--- src/rtl/color_flag_if.sv ---
// color_flag_if
//   Bundles the pixel stream from the camera front end and the colour flags
//   returned to the region-overlay stage.
//   Handshake: pixel_valid qualifies R/G/B/x_pos/y_pos for exactly the cycle
//   it is high; there is no ready/backpressure, so the detector must accept
//   (or deliberately drop) every pixel. frame_start/frame_end are
//   single-cycle strobes. flags_valid is a one-cycle pulse marking a new
//   flag evaluation; the flags themselves hold between pulses.
//   master : pixel source / flag consumer (testbench or upstream pipeline)
//   slave  : color_flag_detector
interface color_flag_if;
  logic       frame_start;
  logic       frame_end;
  logic       pixel_valid;
  logic [7:0] R;
  logic [7:0] G;
  logic [7:0] B;
  logic [9:0] x_pos;
  logic [9:0] y_pos;
  logic       red_flag;
  logic       green_flag;
  logic       blue_flag;
  logic       yellow_flag;
  logic       flags_valid;

  modport master (
    output frame_start, frame_end, pixel_valid, R, G, B, x_pos, y_pos,
    input  red_flag, green_flag, blue_flag, yellow_flag, flags_valid
  );

  modport slave (
    input  frame_start, frame_end, pixel_valid, R, G, B, x_pos, y_pos,
    output red_flag, green_flag, blue_flag, yellow_flag, flags_valid
  );
endinterface

--- src/rtl/color_flag_detector.sv ---
// color_flag_detector
//   Classifies each valid in-window RGB888 pixel as red/green/blue/yellow,
//   counts the classes over a frame and, at frame end, raises a one-hot flag
//   for the dominant colour (or no flag if the winner is below MIN_COUNT).
//   Ports:
//     clk         : pixel clock
//     reset       : asynchronous, active-high reset
//     bus         : color_flag_if.slave (pixel stream in, flags out)
//     o_dbg_state : current FSM state (0 IDLE, 1 ACCUM, 2 DECIDE, 3 UPDATE)
//   Optional feature macro: FLAG_HYST_EN -- flags only change after the same
//   decision has been made HYST_FRAMES times in a row.
module color_flag_detector #(
`ifdef FLAG_HYST_EN
  parameter int HYST_FRAMES = 3,
`endif
  parameter int HI_TH     = 200,
  parameter int LO_TH     = 80,
  parameter int MIN_COUNT = 4096,
  parameter int CNT_W     = 19,
  parameter int H_ACT     = 640,
  parameter int V_ACT     = 480
) (
  input  logic              clk,
  input  logic              reset,
  color_flag_if.slave       bus,
  output logic [1:0]        o_dbg_state
);

  localparam logic [7:0]       HI8   = HI_TH[7:0];
  localparam logic [7:0]       LO8   = LO_TH[7:0];
  localparam logic [9:0]       H10   = H_ACT[9:0];
  localparam logic [9:0]       V10   = V_ACT[9:0];
  localparam logic [CNT_W-1:0] MIN_C = MIN_COUNT[CNT_W-1:0];
  localparam logic [CNT_W-1:0] ONE_C = {{(CNT_W-1){1'b0}}, 1'b1};
  localparam logic [CNT_W-1:0] MAX_C = {CNT_W{1'b1}};

  typedef enum logic [1:0] {
    S_IDLE   = 2'd0,
    S_ACCUM  = 2'd1,
    S_DECIDE = 2'd2,
    S_UPDATE = 2'd3
  } state_t;

  state_t           r_state, w_next;
  logic             w_clr;
  logic             r_start_pend;
  logic [CNT_W-1:0] r_cnt_r, r_cnt_g, r_cnt_b, r_cnt_y;
  logic [CNT_W-1:0] w_best;
  logic [3:0]       w_cls;       // {yellow, blue, green, red}
  logic [3:0]       w_win;
  logic [3:0]       r_decision;
  logic [3:0]       r_flags;
  logic             r_flags_valid;
  logic             w_count_en;

  function automatic logic [CNT_W-1:0] sat_inc(input logic [CNT_W-1:0] v);
    return (v == MAX_C) ? v : v + ONE_C;
  endfunction

  // Strict priority yellow > red > green > blue keeps w_cls one-hot.
  always_comb begin
    w_cls = 4'b0000;
    if (bus.R >= HI8 && bus.G >= HI8 && bus.B < LO8)      w_cls = 4'b1000;
    else if (bus.R >= HI8 && bus.G < LO8 && bus.B < LO8)  w_cls = 4'b0001;
    else if (bus.G >= HI8 && bus.R < LO8 && bus.B < LO8)  w_cls = 4'b0010;
    else if (bus.B >= HI8 && bus.R < LO8 && bus.G < LO8)  w_cls = 4'b0100;
  end

  assign w_count_en = bus.pixel_valid && (bus.x_pos < H10) && (bus.y_pos < V10) &&
                      (r_state == S_ACCUM);

  always_comb begin
    w_next = r_state;
    w_clr  = 1'b0;
    case (r_state)
      S_IDLE: begin
        if (bus.frame_start) begin
          w_next = S_ACCUM;
          w_clr  = 1'b1;
        end
      end
      S_ACCUM: begin
        if (bus.frame_end)        w_next = S_DECIDE;
        else if (bus.frame_start) w_clr  = 1'b1;   // aborted frame, restart counting
      end
      S_DECIDE: w_next = S_UPDATE;
      S_UPDATE: begin
        // A frame_start arriving in UPDATE itself is honoured directly.
        if (r_start_pend || bus.frame_start) begin
          w_next = S_ACCUM;
          w_clr  = 1'b1;
        end else begin
          w_next = S_IDLE;
        end
      end
      default: w_next = S_IDLE;
    endcase
  end

  always_ff @(posedge clk or posedge reset) begin
    if (reset) begin
      r_state      <= S_IDLE;
      r_start_pend <= 1'b0;
    end else begin
      r_state <= w_next;
      if (r_state == S_UPDATE)
        r_start_pend <= 1'b0;
      else if ((r_state == S_ACCUM && bus.frame_start && bus.frame_end) ||
               (r_state == S_DECIDE && bus.frame_start))
        r_start_pend <= 1'b1;
    end
  end

  always_ff @(posedge clk or posedge reset) begin
    if (reset) begin
      r_cnt_r <= '0;
      r_cnt_g <= '0;
      r_cnt_b <= '0;
      r_cnt_y <= '0;
    end else if (w_clr) begin
      r_cnt_r <= '0;
      r_cnt_g <= '0;
      r_cnt_b <= '0;
      r_cnt_y <= '0;
    end else if (w_count_en) begin
      if (w_cls[0]) r_cnt_r <= sat_inc(r_cnt_r);
      if (w_cls[1]) r_cnt_g <= sat_inc(r_cnt_g);
      if (w_cls[2]) r_cnt_b <= sat_inc(r_cnt_b);
      if (w_cls[3]) r_cnt_y <= sat_inc(r_cnt_y);
    end
  end

  // Only a strictly larger count displaces the current best, so ties
  // resolve red > green > blue > yellow.
  always_comb begin
    w_best = r_cnt_r;
    w_win  = 4'b0001;
    if (r_cnt_g > w_best) begin w_best = r_cnt_g; w_win = 4'b0010; end
    if (r_cnt_b > w_best) begin w_best = r_cnt_b; w_win = 4'b0100; end
    if (r_cnt_y > w_best) begin w_best = r_cnt_y; w_win = 4'b1000; end
    if (w_best < MIN_C) w_win = 4'b0000;
  end

`ifdef FLAG_HYST_EN
  localparam logic [1:0] HYST_N = HYST_FRAMES[1:0];
  logic [3:0] r_cand;
  logic [1:0] r_run;
  logic [1:0] w_run_next;

  always_comb begin
    w_run_next = 2'd1;
    if (r_decision == r_cand)
      w_run_next = (r_run == 2'd3) ? 2'd3 : r_run + 2'd1;
  end

  always_ff @(posedge clk or posedge reset) begin
    if (reset) begin
      r_decision    <= 4'b0000;
      r_flags       <= 4'b0000;
      r_flags_valid <= 1'b0;
      r_cand        <= 4'b0000;
      r_run         <= 2'd0;
    end else begin
      r_flags_valid <= (r_state == S_UPDATE);
      if (r_state == S_DECIDE) r_decision <= w_win;
      if (r_state == S_UPDATE) begin
        r_cand <= r_decision;
        r_run  <= w_run_next;
        if (w_run_next >= HYST_N) r_flags <= r_decision;
      end
    end
  end
`else
  always_ff @(posedge clk or posedge reset) begin
    if (reset) begin
      r_decision    <= 4'b0000;
      r_flags       <= 4'b0000;
      r_flags_valid <= 1'b0;
    end else begin
      r_flags_valid <= (r_state == S_UPDATE);
      if (r_state == S_DECIDE) r_decision <= w_win;
      if (r_state == S_UPDATE) r_flags    <= r_decision;
    end
  end
`endif

  assign bus.red_flag    = r_flags[0];
  assign bus.green_flag  = r_flags[1];
  assign bus.blue_flag   = r_flags[2];
  assign bus.yellow_flag = r_flags[3];
  assign bus.flags_valid = r_flags_valid;
  assign o_dbg_state     = r_state;

endmodule

--- src/flat_wrapper.sv ---
// flat-port wrapper written by rule: the top's interface ports become plain ports
module color_flag_detector_flat 
#(

  parameter int HI_TH     = 200,
  parameter int LO_TH     = 80,
  parameter int MIN_COUNT = 4096,
  parameter int CNT_W     = 19,
  parameter int H_ACT     = 640,
  parameter int V_ACT     = 480
)
  (clk, reset, o_dbg_state, bus_frame_start, bus_frame_end, bus_pixel_valid, bus_R, bus_G, bus_B, bus_x_pos, bus_y_pos, bus_red_flag, bus_green_flag, bus_blue_flag, bus_yellow_flag, bus_flags_valid);
  color_flag_if bus_i ();
  input  logic clk;
  input  logic reset;
  output logic [1:0] o_dbg_state;
  input wire logic [$bits(bus_i.frame_start)-1:0] bus_frame_start;
  input wire logic [$bits(bus_i.frame_end)-1:0] bus_frame_end;
  input wire logic [$bits(bus_i.pixel_valid)-1:0] bus_pixel_valid;
  input wire logic [$bits(bus_i.R)-1:0] bus_R;
  input wire logic [$bits(bus_i.G)-1:0] bus_G;
  input wire logic [$bits(bus_i.B)-1:0] bus_B;
  input wire logic [$bits(bus_i.x_pos)-1:0] bus_x_pos;
  input wire logic [$bits(bus_i.y_pos)-1:0] bus_y_pos;
  output wire logic [$bits(bus_i.red_flag)-1:0] bus_red_flag;
  output wire logic [$bits(bus_i.green_flag)-1:0] bus_green_flag;
  output wire logic [$bits(bus_i.blue_flag)-1:0] bus_blue_flag;
  output wire logic [$bits(bus_i.yellow_flag)-1:0] bus_yellow_flag;
  output wire logic [$bits(bus_i.flags_valid)-1:0] bus_flags_valid;
  assign bus_i.frame_start = bus_frame_start;
  assign bus_i.frame_end = bus_frame_end;
  assign bus_i.pixel_valid = bus_pixel_valid;
  assign bus_i.R = bus_R;
  assign bus_i.G = bus_G;
  assign bus_i.B = bus_B;
  assign bus_i.x_pos = bus_x_pos;
  assign bus_i.y_pos = bus_y_pos;
  assign bus_red_flag = bus_i.red_flag;
  assign bus_green_flag = bus_i.green_flag;
  assign bus_blue_flag = bus_i.blue_flag;
  assign bus_yellow_flag = bus_i.yellow_flag;
  assign bus_flags_valid = bus_i.flags_valid;
  color_flag_detector #(.HI_TH(HI_TH), .LO_TH(LO_TH), .MIN_COUNT(MIN_COUNT), .CNT_W(CNT_W), .H_ACT(H_ACT), .V_ACT(V_ACT)) u_core (.clk(clk), .reset(reset), .bus(bus_i), .o_dbg_state(o_dbg_state));
endmodule
--- config.mk ---
export PLATFORM = sky130hd
export DESIGN_NAME = color_flag_detector_flat
export DESIGN_NICKNAME = d
export VERILOG_FILES = /design/src/rtl/color_flag_if.sv /design/src/rtl/color_flag_detector.sv /design/src/flat_wrapper.sv
export SDC_FILE = /design/constraint.sdc
export NUM_CORES = 1
export LEC_CHECK = 0
export ABC_AREA = 1
export CORE_MARGIN = 8
export CORE_UTILIZATION = 60
export CTS_CLUSTER_DIAMETER = 150
export DETAILED_ROUTE_END_ITERATION = 10
export PLACE_DENSITY_LB_ADDON = 0.12
export SLEW_MARGIN = 20
export SYNTH_ARGS = -nofsm -noshare
export SYNTH_HDL_FRONTEND = slang
export SYNTH_SLANG_ARGS = --single-unit
export TNS_END_PERCENT = 1
--- constraint.sdc ---
create_clock -name clk -period 6.6 [get_ports clk]
set_input_delay 0.66 -clock clk [delete_from_list [all_inputs] [get_ports clk]]
set_output_delay 0.66 -clock clk [all_outputs]
set_load 0.02 [all_outputs]
---- Yosys cells after proc, flatten, opt, wreduce, memory -nomap -nowiden ----
Cells that the tools add are included.
word-level totals
  register bits ........................... 88
  input bits .............................. 49
  output and inout bits ................... 7
  logic and storage cells ................. 103
cells by class
  $add $sub $neg .......................... 4
  magnitude comparators ................... 12
  equality and inequality tests ........... 13
  muxes and demuxes ....................... 37
  reductions and logical operators ........ 28
operator list
  operator                 count
  $mux W19                 19
  $add A19 B1 Y19 const B  4
  $eq A19 B19 Y1 const B   4
  $gt A19 B19 Y1           3
  $ge A8 B8 Y1 const B     3
  $lt A8 B7 Y1 const B     3
  $mux W4                  5
  $lt A19 B13 Y1 const B   1
  $logic_and A1 B1 Y1      14
  $reduce_and A3 Y1        4
  $reduce_bool A2 Y1       6
  $lt A10 B10 Y1 const B   1
  $lt A10 B9 Y1 const B    1
  $ne A2 B1 Y1 const B     4
  $pmux W2 S4              1
  $mux W1                  6
  $mux W2                  3
  $mux W3                  2
  $eq A2 B2 Y1 const B     2
  $ne A2 B2 Y1 const B     2
  $pmux W1 S3              1
  $eq A2 B1 Y1 const B     1
  $logic_not A2 Y1         1
  $logic_or A1 B1 Y1       2
  $reduce_and A2 Y1        1

---- Logic depth before layout (Yosys ltp) ----
  depth in word-level cells ............... 10
  mapped depth ............................ 44

---- Worst setup path before layout ----
OpenSTA, ideal clock, no wires.
  path type ............................... register -> register
  start ................................... register u_core.r_cnt_r[14]
  end ..................................... register u_core.r_decision[0]
  library setup time ...................... 0.116 ns
  arrival ................................. 4.566 ns
  required time ........................... 6.484 ns
  setup slack ............................. 1.917 ns
  cell stages (with the launch flop) ...... 41
  buffers on the path ..................... 4
  period minus slack after synthesis ...... 4.683 ns
  cell sequence ........................... dfrtp_1 -> inv_1 -> ha_1 -> nand2_1 -> nor2_1 -> and2_4 -> nand3b_1 -> nand3_2 -> nand2_4 -> buf_6 -> buf_2 -> o21ai_0 -> ha_1 -> nand2_1 -> inv_1 -> nand2_1 -> nand2_1 -> nand2_1 -> [5 not listed] -> buf_1 -> nand2_1 -> o21ai_0 -> ha_1 -> a21oi_1 -> o21ai_0 -> nand2_1 -> o211ai_1 -> nand2_1 -> nand3_1 -> nand2_1 -> nand3_1 -> nor2_1 -> nand2_1 -> nand2_1 -> nand2_2 -> nand2_1 -> nand2_1
on the way
  word-level cells in the longest chain between the ends .. 8
  elaborated cells between the ends (all ways) .. 11
RTL lines
  what                    line                        text
  start, declared         color_flag_detector.sv:47   logic [CNT_W-1:0] r_cnt_r, r_cnt_g, r_cnt_b, r_cnt_y;
  start signal, assigned  color_flag_detector.sv:126  if (w_cls[0]) r_cnt_r <= sat_inc(r_cnt_r);
  $gt A19 B19 Y1          color_flag_detector.sv:138  if (r_cnt_g > w_best) begin w_best = r_cnt_g; w_win = 4'b0010; end
  $mux W19                color_flag_detector.sv:138
  $gt A19 B19 Y1          color_flag_detector.sv:139  if (r_cnt_b > w_best) begin w_best = r_cnt_b; w_win = 4'b0100; end
  $mux W19                color_flag_detector.sv:139
  $gt A19 B19 Y1          color_flag_detector.sv:140  if (r_cnt_y > w_best) begin w_best = r_cnt_y; w_win = 4'b1000; end
  $mux W19                color_flag_detector.sv:140
  $lt A19 B13 Y1          color_flag_detector.sv:141  if (w_best < MIN_C) w_win = 4'b0000;
  $mux W4 *               color_flag_detector.sv:141
  end signal, assigned    color_flag_detector.sv:181  if (r_state == S_DECIDE) r_decision <= w_win;
  end, declared           color_flag_detector.sv:51   logic [3:0] r_decision;
Every way passes the cells marked *; elsewhere a longest branch is shown, timed or not.
A chain may end at the register's enable or synchronous reset.

---- Worst setup path after layout ----
  start ................................... register u_core.r_cnt_r[14]
  end ..................................... register u_core.r_decision[3]
on the way
  word-level cells in the longest chain between the ends .. 8
  elaborated cells between the ends (all ways) .. 9
RTL lines
  what            line
  $gt A19 B19 Y1  color_flag_detector.sv:138
  $mux W19 *      color_flag_detector.sv:138
  $gt A19 B19 Y1  color_flag_detector.sv:139
  $mux W19 *      color_flag_detector.sv:139
  $gt A19 B19 Y1  color_flag_detector.sv:140
  $mux W19        color_flag_detector.sv:140
  $lt A19 B13 Y1  color_flag_detector.sv:141
  $mux W4 *       color_flag_detector.sv:141
Marked as above.

==> qor.yml <==
clock_tree.buffer_depth: 2
synth_area_leaders: "dfrtp_1 32%, ha_1 12%, nand2_1 12%"
cts_inserted_buffers: 9
cts.htree.levels: 3
fin_setup_tns_ns: 0
drtPass1Iterations: 5
dp_hpwl_um: 12800
slew_headroom_pct: 50.4
post-cts-setup-buffers: 0
pin_count: 56
place_ws_ns: 1.02
critPathCaptureType: "flop"
clkTransAtPathRegs_ns: 0.06
fmax_ghz: 0.176
reg2regPathDepth: 34
ys_seq_area_share_pct: 32.5
crit_slowest_cell: "o21ai_0"
grt_max_degree: 55
critPathLaunchType: "flop"
crit_arrival_ns: 5.92
grt_overflow: 0
numPlacedInstances: 1096
drc: 0
yosysTopAreaCell: "dfrtp_1"
clock_latency_ns: 0.35
fin_cells: 1111
synth_edf_count: 0
cts_tree: "yes"
synthFlopType: "dfrtp_1"
finalClockSkew_ns: 0.00804
fin_nets: 1080
async_flop_share_pct: 100
vias: 6229
die_y_um: 122
synth.net_count: 1048
worstSetupPathType: "reg -> reg"
worst-path-max-fanout: 35
num_rows: 39
avgSynthCellArea_sq_um: 7.27
cts.sinks: 88
status: "finished, final reports clean"
finalSetupViolations: 0
yosysTopAreaCellShare_pct: 32.5
wl_per_cell_um: 14.8
synth_area_sq_um: 6780
final.min_clock_period_ns: 5.68
routed_wl_um: 16500
postRouteAntennaNets: 0
grt_pass1_wl_um: 27800
ys_seq_elements: 88
synth_cells: 932
drv_slew: 0
path_common_cell: "nand2_1"
hold_violations: 0
cts_hold_buf: 0
leakagePower_uw: 0.00364
start_util_pct: 60.4
drive_gt1_share_pct: 7.95
min_path_type: "reg -> reg"
maxCapViolations: 0
design.die.area_sq_um: 15000
post_cts_resize_count: 0
grt_pass1_vias: 5935
first_iter_violations: 535
viasPerCell: 5.61
crit_path_max_incr_delay_ns: 0.57
yosys_warnings: 0
io_buffers: 34
cts-root-buf: "clkbuf_16"
die_x_um: 122
fin_crit_sh_pct: 86.1
fin_hold_ws_ns: 0.470
antenna_found_initial: 0
whs_path_depth: 2
syn2layout_area_growth_pct: 10.5
p_per_area_nw_per_um2: 484
diodes: 0
cp.required_ns: 6.84
place.gp.congestion: 0.885
grt.total_usage_pct: 23.1
rsz0062_at_grt: "no"
peakVddDrop_uv: 318
synth_cell_types: 51
core_sq_um: 11200
worst_slew_pin_slew_ns: 0.741
setup_ws_ns: 0.919
-- worst max-delay path, delay by kind of cell, from the launching register on --
family | cells | cell delay, ns
buf+inv | 2 | 0.13
flops | 1 | 0.44
fa+ha+maj | 3 | 0.97
simple gates | 23 | 2.68
compound gates | 6 | 1.32
-- worst paths after layout --
path	start	slack, ns	end
worst max-delay path	u_core.r_cnt_r[14]	0.92	u_core.r_decision[3]
worst min-delay path	u_core.r_flags[1]	0.47	u_core.r_flags[1]
worst max register to register	u_core.r_cnt_r[14]	0.92	u_core.r_decision[3]
worst min register to register	u_core.r_flags[1]	0.47	u_core.r_flags[1]
max in group asynchronous	reset	4.79	u_core.r_cnt_b[1]
min in group asynchronous	reset	0.67	u_core.r_cnt_r[15]
-- cells in the final DEF (no fill, tap or decap), drive strengths merged, types with 7 or more instances in the layout --
| cell type | n |
|---|---|
| a21oi | 72 |
| clkbuf | 11 |
| clkdlybuf4s50 | 34 |
| dfrtp | 88 |
| ha | 67 |
| inv | 115 |
| nand2 | 228 |
| nand3 | 71 |
| nand4 | 18 |
| nor2 | 83 |
| nor3 | 36 |
| nor4 | 7 |
| o21ai | 82 |
-- layer usage --
metal / vias to the layer above / track usage, % / routed length (um)
li1: 3180 / - / -
met1: 2884 / 29.3 / 7310
met2: 142 / 38.5 / 7970
met3: 23 / 3.45 / 760
met4: 0 / 10.1 / 418
met5: - / 0 / 0
-- synthesized netlist by cell type, types with 8 or more instances --
library cell,n
nand3_1,61
a21oi_1,71
nor3_1,30
nand3_2,10
clkbuf_1,8
inv_2,8
nand2_1,212
nor2_1,74
o21ai_0,77
inv_1,107
nand4_1,17
ha_1,67
dfrtp_1,88
nand2_2,13
-- final cells by class --
type / instances / area (sq um)
timing repair buffer: 36 / 355
clock inverter: 4 / 22.5
multi-input combinational: 712 / 4060
sequential: 88 / 2200
fill: 993 / 3730
clock buffer: 11 / 233
tap: 143 / 179
inverter: 117 / 443
-- report_power, final --
group | internal [uW] | switching (uW) | total (uW)
Clock | 251 | 216 | 467
Sequential | 581 | 30.6 | 612
Combinational | 823 | 1730 | 2550
Total | 1660 | 1970 | 3630
-- stage by stage --
step	util, %	cell area, sq um	power (uW)
after global placement	64.5	7240	3090
after floorplan	-	6780	2540
after CTS	66.7	7490	3620
after global routing	66.7	7490	4030
after detailed placement	64.5	7240	3140
final	66.7	7490	3630
-- cell families (layout without fill, tap and decap cells) --
family / after synthesis / in the layout / share of synthesized area [%]
xor+xnor: 4 / 4 / 0.517
simple gates: 468 / 468 / 33.2
fa+ha+maj: 67 / 67 / 12.4
flops: 88 / 88 / 32.5
mux: 1 / 1 / 0.166
compound gates: 172 / 172 / 13.6
buf+inv: 132 / 168 / 7.68
-- sequential cells by signal, summed over array words and instances (netlist names) --
register and cells:
u_core.bus.flags_valid 1, u_core.o_dbg_state 2, u_core.r_cnt_b 19, u_core.r_cnt_g 19, u_core.r_cnt_r 19, u_core.r_cnt_y 19, u_core.r_decision 4, u_core.r_flags 4
u_core.r_start_pend 1
No activity file was read; power rests on OpenSTA's default activity.
